### config.mk
export PLATFORM = sky130hd
export DESIGN_NAME = mul_rr_scheduler
export DESIGN_NICKNAME = d
export VERILOG_FILES = /design/src/rtl/mul_sched_pkg.sv /design/src/rtl/mul_rr_scheduler_fifo.sv /design/src/rtl/mul_rr_scheduler.sv
export SDC_FILE = /design/constraint.sdc
export NUM_CORES = 1
export LEC_CHECK = 0
export CORE_UTILIZATION = 46
export CTS_CLUSTER_SIZE = 24
export DETAILED_ROUTE_END_ITERATION = 16
export PLACE_DENSITY_LB_ADDON = 0.1
export RECOVER_POWER = 50
export SETUP_SLACK_MARGIN = 0.4
export SLEW_MARGIN = 10
export SYNTH_ARGS = -nofsm -noshare
export SYNTH_HDL_FRONTEND = slang
export SYNTH_HIERARCHICAL = 1
export SYNTH_SLANG_ARGS = --single-unit
### constraint.sdc
create_clock -name clk -period 11.1 [get_ports clk]
set_clock_uncertainty 0.2 [all_clocks]
set_input_delay 1.11 -clock clk [delete_from_list [all_inputs] [get_ports clk]]
set_output_delay 1.11 -clock clk [all_outputs]
set_load 0.005 [all_outputs]
### src/rtl/mul_sched_pkg.sv
// Shared types and the round-robin search for the multiplier scheduler.
// Widths are sized for the largest supported configuration (8 requesters).
package mul_sched_pkg;

  localparam int MAX_REQ      = 8;
  localparam int MAX_ID_W     = 3;
  localparam int MAX_DATA_LEN = 64;

  typedef logic [MAX_ID_W-1:0] t_req_id;

  typedef struct packed {
    t_req_id                 id;
    logic [MAX_DATA_LEN-1:0] result;
  } t_rsp_entry;

  // One-hot grant of the first valid requester after ptr, searching cyclically
  // over num_req requesters; all-zero when nobody is valid.
  function automatic logic [MAX_REQ-1:0] rr_next_grant(
    input logic [MAX_REQ-1:0] valid,
    input t_req_id            ptr,
    input int                 num_req
  );
    logic [MAX_REQ-1:0] gnt;
    int                 cand;
    gnt = '0;
    for (int k = 1; k <= MAX_REQ; k++) begin
      if (k <= num_req && gnt == '0) begin
        cand = (int'(ptr) + k) % num_req;
        if (valid[cand]) gnt[cand] = 1'b1;
      end
    end
    return gnt;
  endfunction

endpackage

### src/rtl/mul_rr_scheduler_fifo.sv
// Show-ahead synchronous FIFO with occupancy count; head is visible while non-empty.
// Pops are ignored when empty, pushes when full unless a pop frees the slot.
module sync_fifo #(
  parameter int  DEPTH = 8,
  parameter int  WIDTH = 8,
  localparam int AW    = $clog2(DEPTH),
  localparam int CW    = AW + 1
) (
  input  logic             clk,
  input  logic             reset,
  input  logic             push_i,
  input  logic [WIDTH-1:0] wdata_i,
  input  logic             pop_i,
  output logic [WIDTH-1:0] rdata_o,
  output logic             full_o,
  output logic             empty_o,
  output logic [CW-1:0]    count_o
);

  logic [WIDTH-1:0] mem_q [DEPTH];
  logic [AW-1:0]    wr_ptr_q, rd_ptr_q;
  logic [CW-1:0]    count_q;
  logic             do_push, do_pop;

  assign full_o  = (count_q == CW'(DEPTH));
  assign empty_o = (count_q == '0);
  assign count_o = count_q;
  assign rdata_o = mem_q[rd_ptr_q];

  assign do_pop  = pop_i && !empty_o;
  assign do_push = push_i && (!full_o || do_pop);

  always_ff @(posedge clk) begin
    if (reset) begin
      wr_ptr_q <= '0;
      rd_ptr_q <= '0;
      count_q  <= '0;
    end else begin
      if (do_push) wr_ptr_q <= wr_ptr_q + AW'(1);
      if (do_pop)  rd_ptr_q <= rd_ptr_q + AW'(1);
      count_q <= count_q + CW'(do_push) - CW'(do_pop);
    end
  end

  always_ff @(posedge clk) begin
    if (do_push) mem_q[wr_ptr_q] <= wdata_i;
  end

endmodule

### src/rtl/mul_rr_scheduler.sv
// Round-robin scheduler sharing one fixed-latency pipelined multiplier among
// NUM_REQ requesters; credit accounting keeps the response FIFO from overflowing.
module mul_rr_scheduler
  import mul_sched_pkg::*;
#(
  parameter int  NUM_REQ     = 4,
  parameter int  DATA_LEN    = 32,
  parameter int  MUL_LATENCY = 3,
  parameter int  FIFO_DEPTH  = 8,
  localparam int ID_W        = $clog2(NUM_REQ)
) (
  input  logic                        clk,
  input  logic                        reset,
  input  logic [NUM_REQ-1:0]          req_valid,
  output logic [NUM_REQ-1:0]          req_ready,
  input  logic [NUM_REQ*DATA_LEN-1:0] req_a,
  input  logic [NUM_REQ*DATA_LEN-1:0] req_b,
  output logic [DATA_LEN-1:0]         mul_a,
  output logic [DATA_LEN-1:0]         mul_b,
  input  logic [DATA_LEN-1:0]         mul_result,
  output logic                        rsp_valid,
  input  logic                        rsp_ready,
  output logic [ID_W-1:0]             rsp_id,
  output logic [DATA_LEN-1:0]         rsp_result,
  output logic                        busy,
  output logic [31:0]                 issue_count
);

  localparam int CNT_W = $clog2(FIFO_DEPTH) + 1;
  localparam int ENT_W = ID_W + DATA_LEN;

  logic [ID_W-1:0]     ptr_q;
  logic [MUL_LATENCY:0] tag_v_q;
  logic [ID_W-1:0]     tag_id_q [MUL_LATENCY+1];
  logic [DATA_LEN-1:0] mul_a_q, mul_b_q, mul_a_d, mul_b_d;
  logic [31:0]         issue_count_q;

  logic [CNT_W-1:0]    fifo_count;
  logic                fifo_full, fifo_empty, fifo_push, fifo_pop, cap_valid;
  logic [ENT_W-1:0]    fifo_rdata;
  logic [31:0]         outstanding;
  logic                can_issue, transfer;
  logic [MAX_REQ-1:0]  valid_ext, gnt_full;
  logic [ID_W-1:0]     gnt_idx;

  // Every accepted request holds one credit from issue until its result pops.
  always_comb begin
    outstanding = 32'(fifo_count);
    for (int s = 0; s <= MUL_LATENCY; s++) begin
      outstanding = outstanding + 32'(tag_v_q[s]);
    end
  end

  assign can_issue = !reset && (outstanding < 32'(FIFO_DEPTH));
  assign busy      = (outstanding != 32'd0);

  always_comb begin
    valid_ext                = '0;
    valid_ext[NUM_REQ-1:0]   = req_valid;
  end

  assign gnt_full  = rr_next_grant(valid_ext, t_req_id'(ptr_q), NUM_REQ);
  assign req_ready = can_issue ? gnt_full[NUM_REQ-1:0] : '0;
  assign transfer  = can_issue && (|gnt_full);

  always_comb begin
    gnt_idx = '0;
    mul_a_d = '0;
    mul_b_d = '0;
    for (int i = 0; i < NUM_REQ; i++) begin
      if (req_ready[i]) begin
        gnt_idx = ID_W'(i);
        mul_a_d = req_a[i*DATA_LEN +: DATA_LEN];
        mul_b_d = req_b[i*DATA_LEN +: DATA_LEN];
      end
    end
  end

  always_ff @(posedge clk) begin
    if (reset) begin
      ptr_q         <= ID_W'(NUM_REQ - 1);
      tag_v_q       <= '0;
      mul_a_q       <= '0;
      mul_b_q       <= '0;
      issue_count_q <= '0;
    end else begin
      mul_a_q <= mul_a_d;
      mul_b_q <= mul_b_d;
      tag_v_q <= {tag_v_q[MUL_LATENCY-1:0], transfer};
      if (transfer) begin
        ptr_q         <= gnt_idx;
        issue_count_q <= issue_count_q + 32'd1;
      end
    end
  end

  // IDs need no reset: they are only consumed alongside a valid tag.
  always_ff @(posedge clk) begin
    tag_id_q[0] <= gnt_idx;
    for (int s = 1; s <= MUL_LATENCY; s++) begin
      tag_id_q[s] <= tag_id_q[s-1];
    end
  end

  assign mul_a       = mul_a_q;
  assign mul_b       = mul_b_q;
  assign issue_count = issue_count_q;

  assign cap_valid = tag_v_q[MUL_LATENCY];
  assign fifo_pop  = rsp_valid && rsp_ready;
  assign fifo_push = cap_valid && (!fifo_full || fifo_pop);

  sync_fifo #(
    .DEPTH (FIFO_DEPTH),
    .WIDTH (ENT_W)
  ) u_rsp_fifo (
    .clk     (clk),
    .reset   (reset),
    .push_i  (fifo_push),
    .wdata_i ({tag_id_q[MUL_LATENCY], mul_result}),
    .pop_i   (fifo_pop),
    .rdata_o (fifo_rdata),
    .full_o  (fifo_full),
    .empty_o (fifo_empty),
    .count_o (fifo_count)
  );

  assign rsp_valid  = !fifo_empty;
  assign rsp_id     = fifo_rdata[ENT_W-1 -: ID_W];
  assign rsp_result = fifo_rdata[DATA_LEN-1:0];

endmodule

==> results.json, run 1 <==
{
  "regToRegStartpoint": "tag_v_q[0]$_SDFF_PP0_",
  "finalWirelength_mm": 52.0,
  "cts.sinks": 395,
  "worstSetupPathType": "primary input to output port",
  "synth_top_family_by_area": "compound AO/OA/AOI/OAI gates",
  "rows": 71,
  "syn_to_final_growth_pct": 34.6,
  "drt-vias-per-instance": 5.72,
  "cts_root_buffer": "clkbuf_16",
  "synthSimpleGateAreaFrac_pct": 5.59,
  "drv_slew": 57,
  "dpl-instance-area_um2": 22400,
  "fin_ws_ns": 5.00,
  "syn-cell-area_um2": 17700,
  "powerDensity_nw_per_um2": 202,
  "numPortBuffers": 430,
  "initialDrtViolationCount": 681,
  "yosysWarnings": 6,
  "grt_max_degree": 69,
  "reg2reg_to": "issue_count[31]$_SDFFE_PP0P_",
  "synth-xor-area-share_pct": 1.24,
  "synth_fp_nets": 1537,
  "leakage_nw": 9.29,
  "fin_nets": 1942,
  "vias": 12500,
  "core_area_um2": 37800,
  "synthMuxAreaShare_pct": 12.4,
  "cts_resized": 0,
  "whs_ns": 0.125,
  "ant_nets": 0,
  "crit_end": "req_ready[2]",
  "gr-total-overflow": 0,
  "ctsHoldBuffers": 0,
  "worst_skew_pair.late_latency_ns": 0.55,
  "cts.reportedPaths.clkPinSlew_ns": 0.06,
  "track_usage_pct": 26.2,
  "fp.dieH_um": 198,
  "end_kind": "output port",
  "timing.max_cap.violations": 1,
  "synthAdderAreaFrac_pct": 1.66,
  "hold_depth": 0,
  "outcome": "complete, but fails checks",
  "pin_count": 431,
  "synth_compound_area_share_pct": 14.2,
  "ir_drop_mv": 0.352,
  "period_needed_ns": 6.10,
  "place_ws_ns": 5.02,
  "gp_congestion": 0.886,
  "cts_buffers": 43,
  "final.period_utilization_pct": 54.9,
  "syn_area_per_cell_um2": 14.5,
  "worstMarginPinSlew_ns": 2.46,
  "grt_pass1_wl_mm": 76.2,
  "cts_buffer_depth": 3,
  "holdCritPathClass": "flop to flop",
  "violations": "capacitance limit, slew limit",
  "antenna_found_initial": 10,
  "finalHoldViolCount": 0,
  "r2r_setup_slack_ns": 6.03,
  "ff2ff_path_depth": 12,
  "syn-instance-count": 1221,
  "max_freq_mhz": 164,
  "postLayoutCoreUtil_pct": 63.1,
  "cp-startpoint": "req_valid[0]",
  "ys_ff_latch": 395,
  "h-tree-depth": 2,
  "synth_cell_types": 72,
  "synth-edff-count": 272,
  "fp.dieArea_um2": 39200,
  "worstPathRequired_ns": 9.79,
  "drive_gt1_share_pct": 12.7,
  "die_width_um": 198,
  "design_area_um2": 23800,
  "cp-start-kind": "primary input",
  "synth_ff_type": "edfxtp_1",
  "dpl.hpwl_mm": 34.6,
  "arrival_ns": 4.79,
  "crit_fanout": 65,
  "wl_per_cell_um": 23.9,
  "cts_tree": "yes",
  "initial_utilization_pct": 46.9,
  "setup_violations": 0,
  "slew_headroom_pct": -63.8,
  "ys_seq_area_share_pct": 60.1,
  "rsz0062_at_grt": "false",
  "drc_errors": 0,
  "synthArstFlopShare_pct": 0,
  "post_cts_buffers": 0,
  "dr.pass1.iters": 5,
  "tns_ns": 0,
  "grt_pass1_vias": 12700
}
[critical path: stages]
cell             delay [ns]
clkdlybuf4s50_1        0.46
mux4_2                 0.53
a21boi_1               0.21
a221o_1                0.45
or4b_4                 0.60
a21oi_4                0.15
buf_4                  0.59
clkdlybuf4s50_1        0.64
[flip-flops by register name, summed over array words and instances, names as in the netlist, named ones only]
name and flops:
issue_count 32, mul_a 32, mul_b 32, ptr_q 2
tag_id_q 8, tag_v_q 4, u_rsp_fifo/count_o 4, u_rsp_fifo/mem_q 272
u_rsp_fifo/rd_ptr_q 3, u_rsp_fifo/wr_ptr_q 3
[worst min path at each step]
stage | startpoint | endpoint | slack, ns
final | tag_id_q[2][0]$_DFF_P_ | tag_id_q[3][0]$_DFF_P_ | 0.13
after global routing | tag_id_q[2][0]$_DFF_P_ | tag_id_q[3][0]$_DFF_P_ | 0.13
after CTS | tag_id_q[2][0]$_DFF_P_ | tag_id_q[3][0]$_DFF_P_ | 0.13
after detailed placement | tag_id_q[2][0]$_DFF_P_ | tag_id_q[3][0]$_DFF_P_ | 0.11
after global placement | tag_id_q[0][0]$_DFF_P_ | tag_id_q[1][0]$_DFF_P_ | 0.11
after floorplan | tag_id_q[0][0]$_DFF_P_ | tag_id_q[1][0]$_DFF_P_ | 0.11
[cells in the mapped netlist (3+ instances only)]
library cell,n,area share [%]
buf_6,7,0.45
nor3_1,12,0.34
buf_4,7,0.30
dfxtp_1,123,14
a21oi_1,12,0.34
buf_12,3,0.34
edfxtp_1,272,46
and2_1,5,0.18
xnor2_1,24,1.2
ha_1,17,1.2
a221o_1,3,0.17
mux2i_1,5,0.28
nand2_1,23,0.49
mux4_2,63,8.0
nand2b_1,4,0.14
mux2_2,15,0.95
and4_1,3,0.15
nor2b_1,9,0.32
fa_1,4,0.45
o21ai_0,8,0.23
o31ai_1,68,2.9
o211ai_1,64,2.7
inv_1,89,1.9
or4_1,6,0.25
clkbuf_1,47,1.0
mux2_4,20,1.7
mux4_1,9,1.3
nor4_1,12,0.42
buf_2,25,0.71
nor3b_1,9,0.38
o211a_1,64,3.6
nor2_1,49,1.0
nor4b_1,5,0.25
nand4_1,8,0.28
a211o_1,65,3.2
o21ai_1,3,0.085
nand3_1,14,0.40
buf_1,4,0.085
[area by class of cell]
type / instances / area (um2)
sequential: 395 / 10600
antenna: 7 / 17.5
clock inverter: 28 / 304
inverter: 90 / 338
clock buffer: 52 / 1110
fill: 2910 / 13900
tap: 511 / 639
timing repair buffer: 454 / 4480
multi-input combinational: 642 / 6300
[stage by stage]
stage                     cells  power [W]
after detailed placement   2092    0.00343
after global placement     2092    0.00341
after floorplan            1221    0.00276
after CTS                  2172    0.00486
final                      2179    0.00480
after global routing       2179    0.00503
[metal layers]
| metal | global-route usage [%] | part of all wire [%] | wire length [um] |
|---|---|---|---|
| met4 | 9.62 | 3.2 | 1680 |
| met1 | 33.7 | 40 | 20600 |
| met5 | 0 | 0.019 | 10 |
| met3 | 7.44 | 8.4 | 4350 |
| met2 | 42.0 | 49 | 25300 |
[where the power goes]
group,internal (W),switching [W]
clock network,0.000839,0.000593
registers,0.00169,0.0000647
logic,0.000739,0.000872
total,0.00327,0.00153
[kinds of logic after synthesis]
| group | after synthesis |
|---|---|
| compound gates | 306 |
| mux | 114 |
| xor+xnor | 25 |
| fa+ha+maj | 21 |
| flops | 395 |
| buf+inv | 184 |
| simple gates | 176 |
[placed cells by master, fill, tap and decap left out, types with 6 or more instances in the layout]
cell             Yosys  routed
o211a_1             64      64
xnor2_1             24      24
nor3_1              12       9
clkinv_1             0       6
nor2_1              49      49
o211ai_1            64      64
mux4_1               9       9
clkdlybuf4s50_1      0     300
clkbuf_1            47      10
dfxtp_1            123     120
dlygate4sd3_1        0     129
clkinv_2             0       9
ha_1                17      17
edfxtp_1           272     272
nor2b_1              9       9
mux2_4              20      20
inv_1               89      89
nor3b_1              9       9
o21ai_0              8       9
a211o_1             65      65
diode_2              0       7
nand2_1             23      22
nand4_1              8       8
clkbuf_16            0      43
nor4_1              12      10
a21oi_1             12      11
mux2_2              15      15
o31ai_1             68      68
or4_1                6       6
buf_4                7      23
nand3_1             14      14
mux4_2              63      63
(Power assumes the default switching activity.)
==> inputs of run 2 (changes only) <==
--- a/config.mk
+++ b/config.mk
@@ -5,7 +5,7 @@
 export SDC_FILE = /design/constraint.sdc
 export NUM_CORES = 1
 export LEC_CHECK = 0
-export CORE_UTILIZATION = 46
+export CORE_UTILIZATION = 45
 export CTS_CLUSTER_SIZE = 24
 export DETAILED_ROUTE_END_ITERATION = 16
 export PLACE_DENSITY_LB_ADDON = 0.1
==> constraint.sdc (replaced) <==
create_clock -name clk -period 5.36 [get_ports clk]
set_clock_uncertainty 0.2 [all_clocks]
set_input_delay 0.536 -clock clk [delete_from_list [all_inputs] [get_ports clk]]
set_output_delay 0.536 -clock clk [all_outputs]
set_load 0.005 [all_outputs]
==> run 2 against run 1 <==
  * Register-to-register slack got worse by 5.2 ns
  * Sequential share of layout area is 0.27 points lower
  * Clock power grew 120%
  * Setup slack got worse by 4.3 ns
  * Flip-flop and latch count unchanged
  * Highest routed layer unchanged
  * The run still ends with capacitance limit, slew limit left
  * Via count about the same
  * Critical path depth is the same
  * Global-route usage increased by 0.26 points
  * Hold slack improved by 0.0015 ns
  * Largest power group unchanged
  * Cell count is 0.73% higher
  * Clock-buffer cell count increased by 5
==> results.json, run 2 (same netlist as run 1, synthesis figures left out) <==
{
  "end_kind": "output port",
  "drt-vias-per-instance": 5.67,
  "holdCritPathClass": "flop to flop",
  "core_area_um2": 38700,
  "cp_slowest_stage_delay_ns": 0.61,
  "powerDensity_nw_per_um2": 423,
  "grt_pass1_wl_mm": 79.0,
  "slew_headroom_pct": -51.6,
  "busiest_layer": "met2",
  "rsz0062_at_grt": "false",
  "crit_fanout": 11,
  "finalHoldViolCount": 0,
  "cts_buffers": 43,
  "ir_drop_mv": 0.470,
  "cp-startpoint": "ptr_q[1]$_SDFFE_PP1P_",
  "mostFrequentLayoutCells": "clkdlybuf4s50_1 (301), edfxtp_1 (272), dlygate4sd3_1 (128)",
  "drive_gt1_share_pct": 13.0,
  "clockPowerShare_pct": 30.5,
  "crit_buf_inv": 2,
  "crit_path_cell_trace": "inv_1 > ha_1 > mux4_2 > a21boi_1 > a221o_1 > or4b_4 > a21oi_4 > clkdlybuf4s50_1",
  "met2_usage_pct": 43.3,
  "antenna_found_initial": 15,
  "outcome": "complete, but fails checks",
  "postLayoutCoreUtil_pct": 61.9,
  "fp.dieH_um": 200,
  "cts.reportedPaths.clkPinSlew_ns": 0.07,
  "vias": 12500,
  "violations": "capacitance limit, slew limit",
  "fin_nets": 1946,
  "groute.layer.met3.usage_pct": 8.87,
  "regMostFlops": "u_rsp_fifo/mem_q",
  "r2r_setup_slack_ns": 0.82,
  "syn_to_final_growth_pct": 35.5,
  "finalWirelength_mm": 53.4,
  "cts_root_buffer": "clkbuf_16",
  "dr.pass1.iters": 5,
  "leakage_nw": 9.34,
  "grt_pass1_vias": 12600,
  "crit_end": "req_ready[2]",
  "ctsHoldBuffers": 0,
  "path_delay_family": "compound AO/OA/AOI/OAI gates",
  "final.period_utilization_pct": 87.6,
  "dpl.hpwl_mm": 36.0,
  "combPwrFrac_pct": 33.2,
  "cts_buffer_depth": 3,
  "max_freq_mhz": 213,
  "swShare_pct": 31.9,
  "drv_slew": 50,
  "p_sw_w": 0.00323,
  "cts_tree": "yes",
  "cpMaxStageDelayCell": "clkdlybuf4s50_1",
  "numPortBuffers": 430,
  "gr-total-overflow": 0,
  "tns_ns": 0,
  "reg2reg_to": "mul_b[10]$_SDFF_PP0_",
  "track_usage_pct": 26.4,
  "period_needed_ns": 4.70,
  "arrival_ns": 3.96,
  "grt_max_degree": 65,
  "h-tree-depth": 2,
  "cp.depth": 8,
  "p_int_w": 0.00690,
  "die_width_um": 200,
  "rows": 72,
  "ant_nets": 0,
  "use_met1_pct": 31.9,
  "largest_reg_flops": 272,
  "regToRegStartpoint": "ptr_q[1]$_SDFFE_PP1P_",
  "ff2ff_path_depth": 9,
  "final_common_cell": "clkdlybuf4s50_1",
  "worstSetupPathType": "flop to output port",
  "drc_errors": 0,
  "whs_ns": 0.127,
  "wl_per_cell_um": 24.3,
  "worstPathRequired_ns": 4.62,
  "gp_congestion": 0.940,
  "initialDrtViolationCount": 801,
  "worstMarginPinSlew_ns": 2.27,
  "pin_count": 431,
  "p_seq_share_pct": 36.3,
  "fp.dieArea_um2": 40100,
  "timing.max_cap.violations": 1,
  "cp-start-kind": "flop",
  "cts.sinks": 395,
  "initial_utilization_pct": 45.7,
  "setup_violations": 0,
  "worst_skew_pair.late_latency_ns": 0.57
}
[run 2: timing repair]
action,4_1_cts,5_1_grt
setup buffers,0,0
resized for setup,0,2
setup endpoints to repair,0,3
[run 2: power groups by stage]
stage | clock network [W] | registers [W] | logic [W]
2_1_floorplan | 0 | 0.00367 | 0.00204
3_3_place_gp | 0 | 0.00375 | 0.00337
3_5_place_dp | 0 | 0.00376 | 0.00339
4_1_cts | 0.00317 | 0.00369 | 0.00341
5_1_grt | 0.00328 | 0.00371 | 0.00360
6_report | 0.00309 | 0.00368 | 0.00336
[run 2: area by class of cell]
cell class / count / area (um2)
flip-flops and latches: 395 / 10600
diodes: 13 / 32.5
clock inverters: 22 / 278
multi-input cells: 642 / 6300
inverters: 90 / 338
fillers: 3018 / 14800
well taps: 518 / 648
repair buffers: 458 / 4530
clock buffers: 57 / 1200
[run 2: stage by stage]
step | setup WS, ns | instances | total power (W) | area [um2]
after floorplan | -0.154 | 1221 | 0.00572 | 17700
final | 0.663 | 2195 | 0.0101 | 24000
after detailed placement | 0.831 | 2103 | 0.00714 | 22500
after global routing | 0.509 | 2194 | 0.0106 | 24000
after global placement | 0.885 | 2103 | 0.00713 | 22500
after CTS | 0.514 | 2182 | 0.0103 | 24000
[run 2: routing by layer]
metal,up-vias,part of all wire [%]
met3,102,8.1
met5,-,0.024
met1,6244,39
met2,431,49
li1,5676,-
met4,2,3.8
[run 2: worst min-delay path by stage]
stage,start,to,slack [ns],cells past startpoint
after floorplan,tag_id_q[0][0]$_DFF_P_,tag_id_q[1][0]$_DFF_P_,0.11,0
after global placement,tag_id_q[2][0]$_DFF_P_,tag_id_q[3][0]$_DFF_P_,0.11,0
after detailed placement,tag_id_q[1][1]$_DFF_P_,tag_id_q[2][1]$_DFF_P_,0.11,0
after CTS,reset,u_rsp_fifo/count_o[2]$_SDFF_PP0_,0.05,2
after global routing,tag_id_q[1][1]$_DFF_P_,tag_id_q[2][1]$_DFF_P_,0.13,0
final,tag_id_q[1][1]$_DFF_P_,tag_id_q[2][1]$_DFF_P_,0.13,0
==> inputs of run 3 (changes only) <==
--- a/config.mk
+++ b/config.mk
@@ -8,6 +8,7 @@
 export CORE_UTILIZATION = 45
 export CTS_CLUSTER_SIZE = 24
 export DETAILED_ROUTE_END_ITERATION = 16
+export GPL_ROUTABILITY_DRIVEN = 0
 export PLACE_DENSITY_LB_ADDON = 0.1
 export RECOVER_POWER = 50
 export SETUP_SLACK_MARGIN = 0.4
==> run 3 against run 2 <==
  * The run still ends with capacitance limit, slew limit left
  * Non-clock buffer count decreased by 2
  * Register-to-register slack is essentially flat
  * Hold slack worse by 0.0085 ns
  * Setup slack got worse by 0.022 ns
  * Maximum frequency down 0.46%
  * Flip-flop and latch count unchanged
  * Largest cell class unchanged
  * Highest routed layer is now met4
==> results.json, run 3 (same netlist as run 1, synthesis figures left out) <==
{
  "ctsHoldBuffers": 0,
  "track_usage_pct": 26.0,
  "ir_drop_mv": 0.517,
  "path_delay_family": "compound AO/OA/AOI/OAI gates",
  "timing.max_cap.violations": 1,
  "p_seq_share_pct": 36.9,
  "fp.dieH_um": 200,
  "gr-total-overflow": 0,
  "post_cts_buffers": 0,
  "final.period_utilization_pct": 88.0,
  "max_freq_mhz": 212,
  "hp-start": "tag_id_q[2][1]$_DFF_P_",
  "finalHoldViolCount": 0,
  "stdcell_count": 2193,
  "core_area_um2": 38700,
  "cp_slowest_stage_delay_ns": 0.61,
  "dpl.cell_count": 2101,
  "syn_to_final_growth_pct": 35.1,
  "regMostFlops": "u_rsp_fifo/mem_q",
  "initialDrtViolationCount": 856,
  "outcome": "complete, but fails checks",
  "cts_resized": 0,
  "vias": 12600,
  "slew_headroom_pct": -49.1,
  "crit_buf_inv": 2,
  "cp-startpoint": "ptr_q[0]$_SDFFE_PP1P_",
  "postLayoutCoreUtil_pct": 61.7,
  "grt_pass1_vias": 12800,
  "leakage_nw": 9.32,
  "period_needed_ns": 4.72,
  "fin_nets": 1945,
  "setup_violations": 0,
  "rows": 72,
  "tns_ns": 0,
  "grt_max_degree": 67,
  "rsz0062_at_grt": "false",
  "drt-vias-per-instance": 5.76,
  "end_kind": "output port",
  "h-tree-depth": 2,
  "dr.pass1.iters": 5,
  "p_int_w": 0.00678,
  "cts_buffers": 44,
  "holdCritPathClass": "flop to flop",
  "r2r_setup_slack_ns": 0.82,
  "numPortBuffers": 430,
  "grt_pass1_wl_mm": 79.5,
  "final_common_cell": "clkdlybuf4s50_1",
  "initial_utilization_pct": 45.7,
  "largest_reg_flops": 272,
  "cts.reportedPaths.clkPinSlew_ns": 0.06,
  "cts_buffer_depth": 3,
  "clockPowerShare_pct": 29.7,
  "drc_errors": 0,
  "worstSetupPathType": "flop to output port",
  "arrival_ns": 3.98,
  "swShare_pct": 32.0,
  "worstPathRequired_ns": 4.62,
  "fp.dieArea_um2": 40100,
  "drive_gt1_share_pct": 12.8,
  "worst_skew_pair.late_latency_ns": 0.55,
  "mostFrequentLayoutCells": "clkdlybuf4s50_1 (300), edfxtp_1 (272), dlygate4sd3_1 (129)",
  "violations": "capacitance limit, slew limit",
  "cpMaxStageDelayCell": "or4b_4",
  "powerDensity_nw_per_um2": 417,
  "cts_tree": "yes",
  "cts_root_buffer": "clkbuf_16",
  "drv_slew": 50,
  "dpl.hpwl_mm": 35.2,
  "combPwrFrac_pct": 33.5,
  "cp-start-kind": "flop",
  "worstMarginPinSlew_ns": 2.24,
  "wl_per_cell_um": 23.9,
  "ant_nets": 0,
  "pin_count": 431,
  "crit_path_cell_trace": "inv_1 > ha_1 > mux4_2 > a21boi_1 > a221o_1 > or4b_4 > a21oi_4 > clkdlybuf4s50_1",
  "regToRegStartpoint": "ptr_q[0]$_SDFFE_PP1P_",
  "p_sw_w": 0.00319,
  "die_width_um": 200,
  "crit_fanout": 11,
  "finalWirelength_mm": 52.4,
  "antenna_found_initial": 12,
  "cts.sinks": 395
}
-- run 3: worst reg2reg max path: stages (launching register included) --
cell and delay (ns):
dfxtp_1 0.58, inv_1 0.18, ha_1 0.27, or4_1 0.53
a21boi_1 0.41, a221o_1 0.39, o32ai_1 0.18, nor4b_2 0.70
buf_4 0.69, a211o_1 0.35
-- run 3: power by group through the flow --
| stage | registers, W | clock network (W) | logic, W |
|---|---|---|---|
| 2_1_floorplan | 0.00367 | 0 | 0.00204 |
| 4_1_cts | 0.00369 | 0.00302 | 0.00339 |
| 5_1_grt | 0.00370 | 0.00314 | 0.00357 |
| 3_3_place_gp | 0.00375 | 0 | 0.00333 |
| 3_5_place_dp | 0.00375 | 0 | 0.00337 |
| 6_report | 0.00368 | 0.00296 | 0.00334 |
-- run 3: metal layers --
layer	wire (um)	track usage, %	share of wire [%]	up-vias
li1	-	-	-	5664
met1	21000	33.5	40	6341
met2	25800	43.2	49	514
met3	3590	5.53	6.9	109
met4	1990	9.62	3.8	0
met5	0	0	0	-
-- run 3: worst paths after layout --
| check | end | depth (start not counted) |
|---|---|---|
| worst min register to register | tag_id_q[3][1]$_DFF_P_ | 0 |
| worst min-delay path | tag_id_q[3][1]$_DFF_P_ | 0 |
| worst max-delay path | req_ready[2] | 8 |
| worst max register to register | mul_b[12]$_SDFF_PP0_ | 9 |
-- run 3: cell type report --
type                    count  area (um2)
fillers                  3003       14800
flip-flops and latches    395       10600
multi-input cells         642        6310
repair buffers            456        4530
clock buffers              57        1160
well taps                 518         648
inverters                  90         338
clock inverters            25         259
diodes                     10        25.0
-- run 3: through the flow --
stage / hold WS, ns / area [um2] / setup slack, ns / total power [W]
3_5_place_dp: 0.114 / 22500 / 0.873 / 0.00711
4_1_cts: 0.0777 / 23900 / 0.638 / 0.0101
5_1_grt: 0.132 / 23900 / 0.475 / 0.0104
2_1_floorplan: 0.110 / 17700 / -0.154 / 0.00572
6_report: 0.118 / 23900 / 0.642 / 0.00997
3_3_place_gp: 0.110 / 22500 / 1.02 / 0.00708
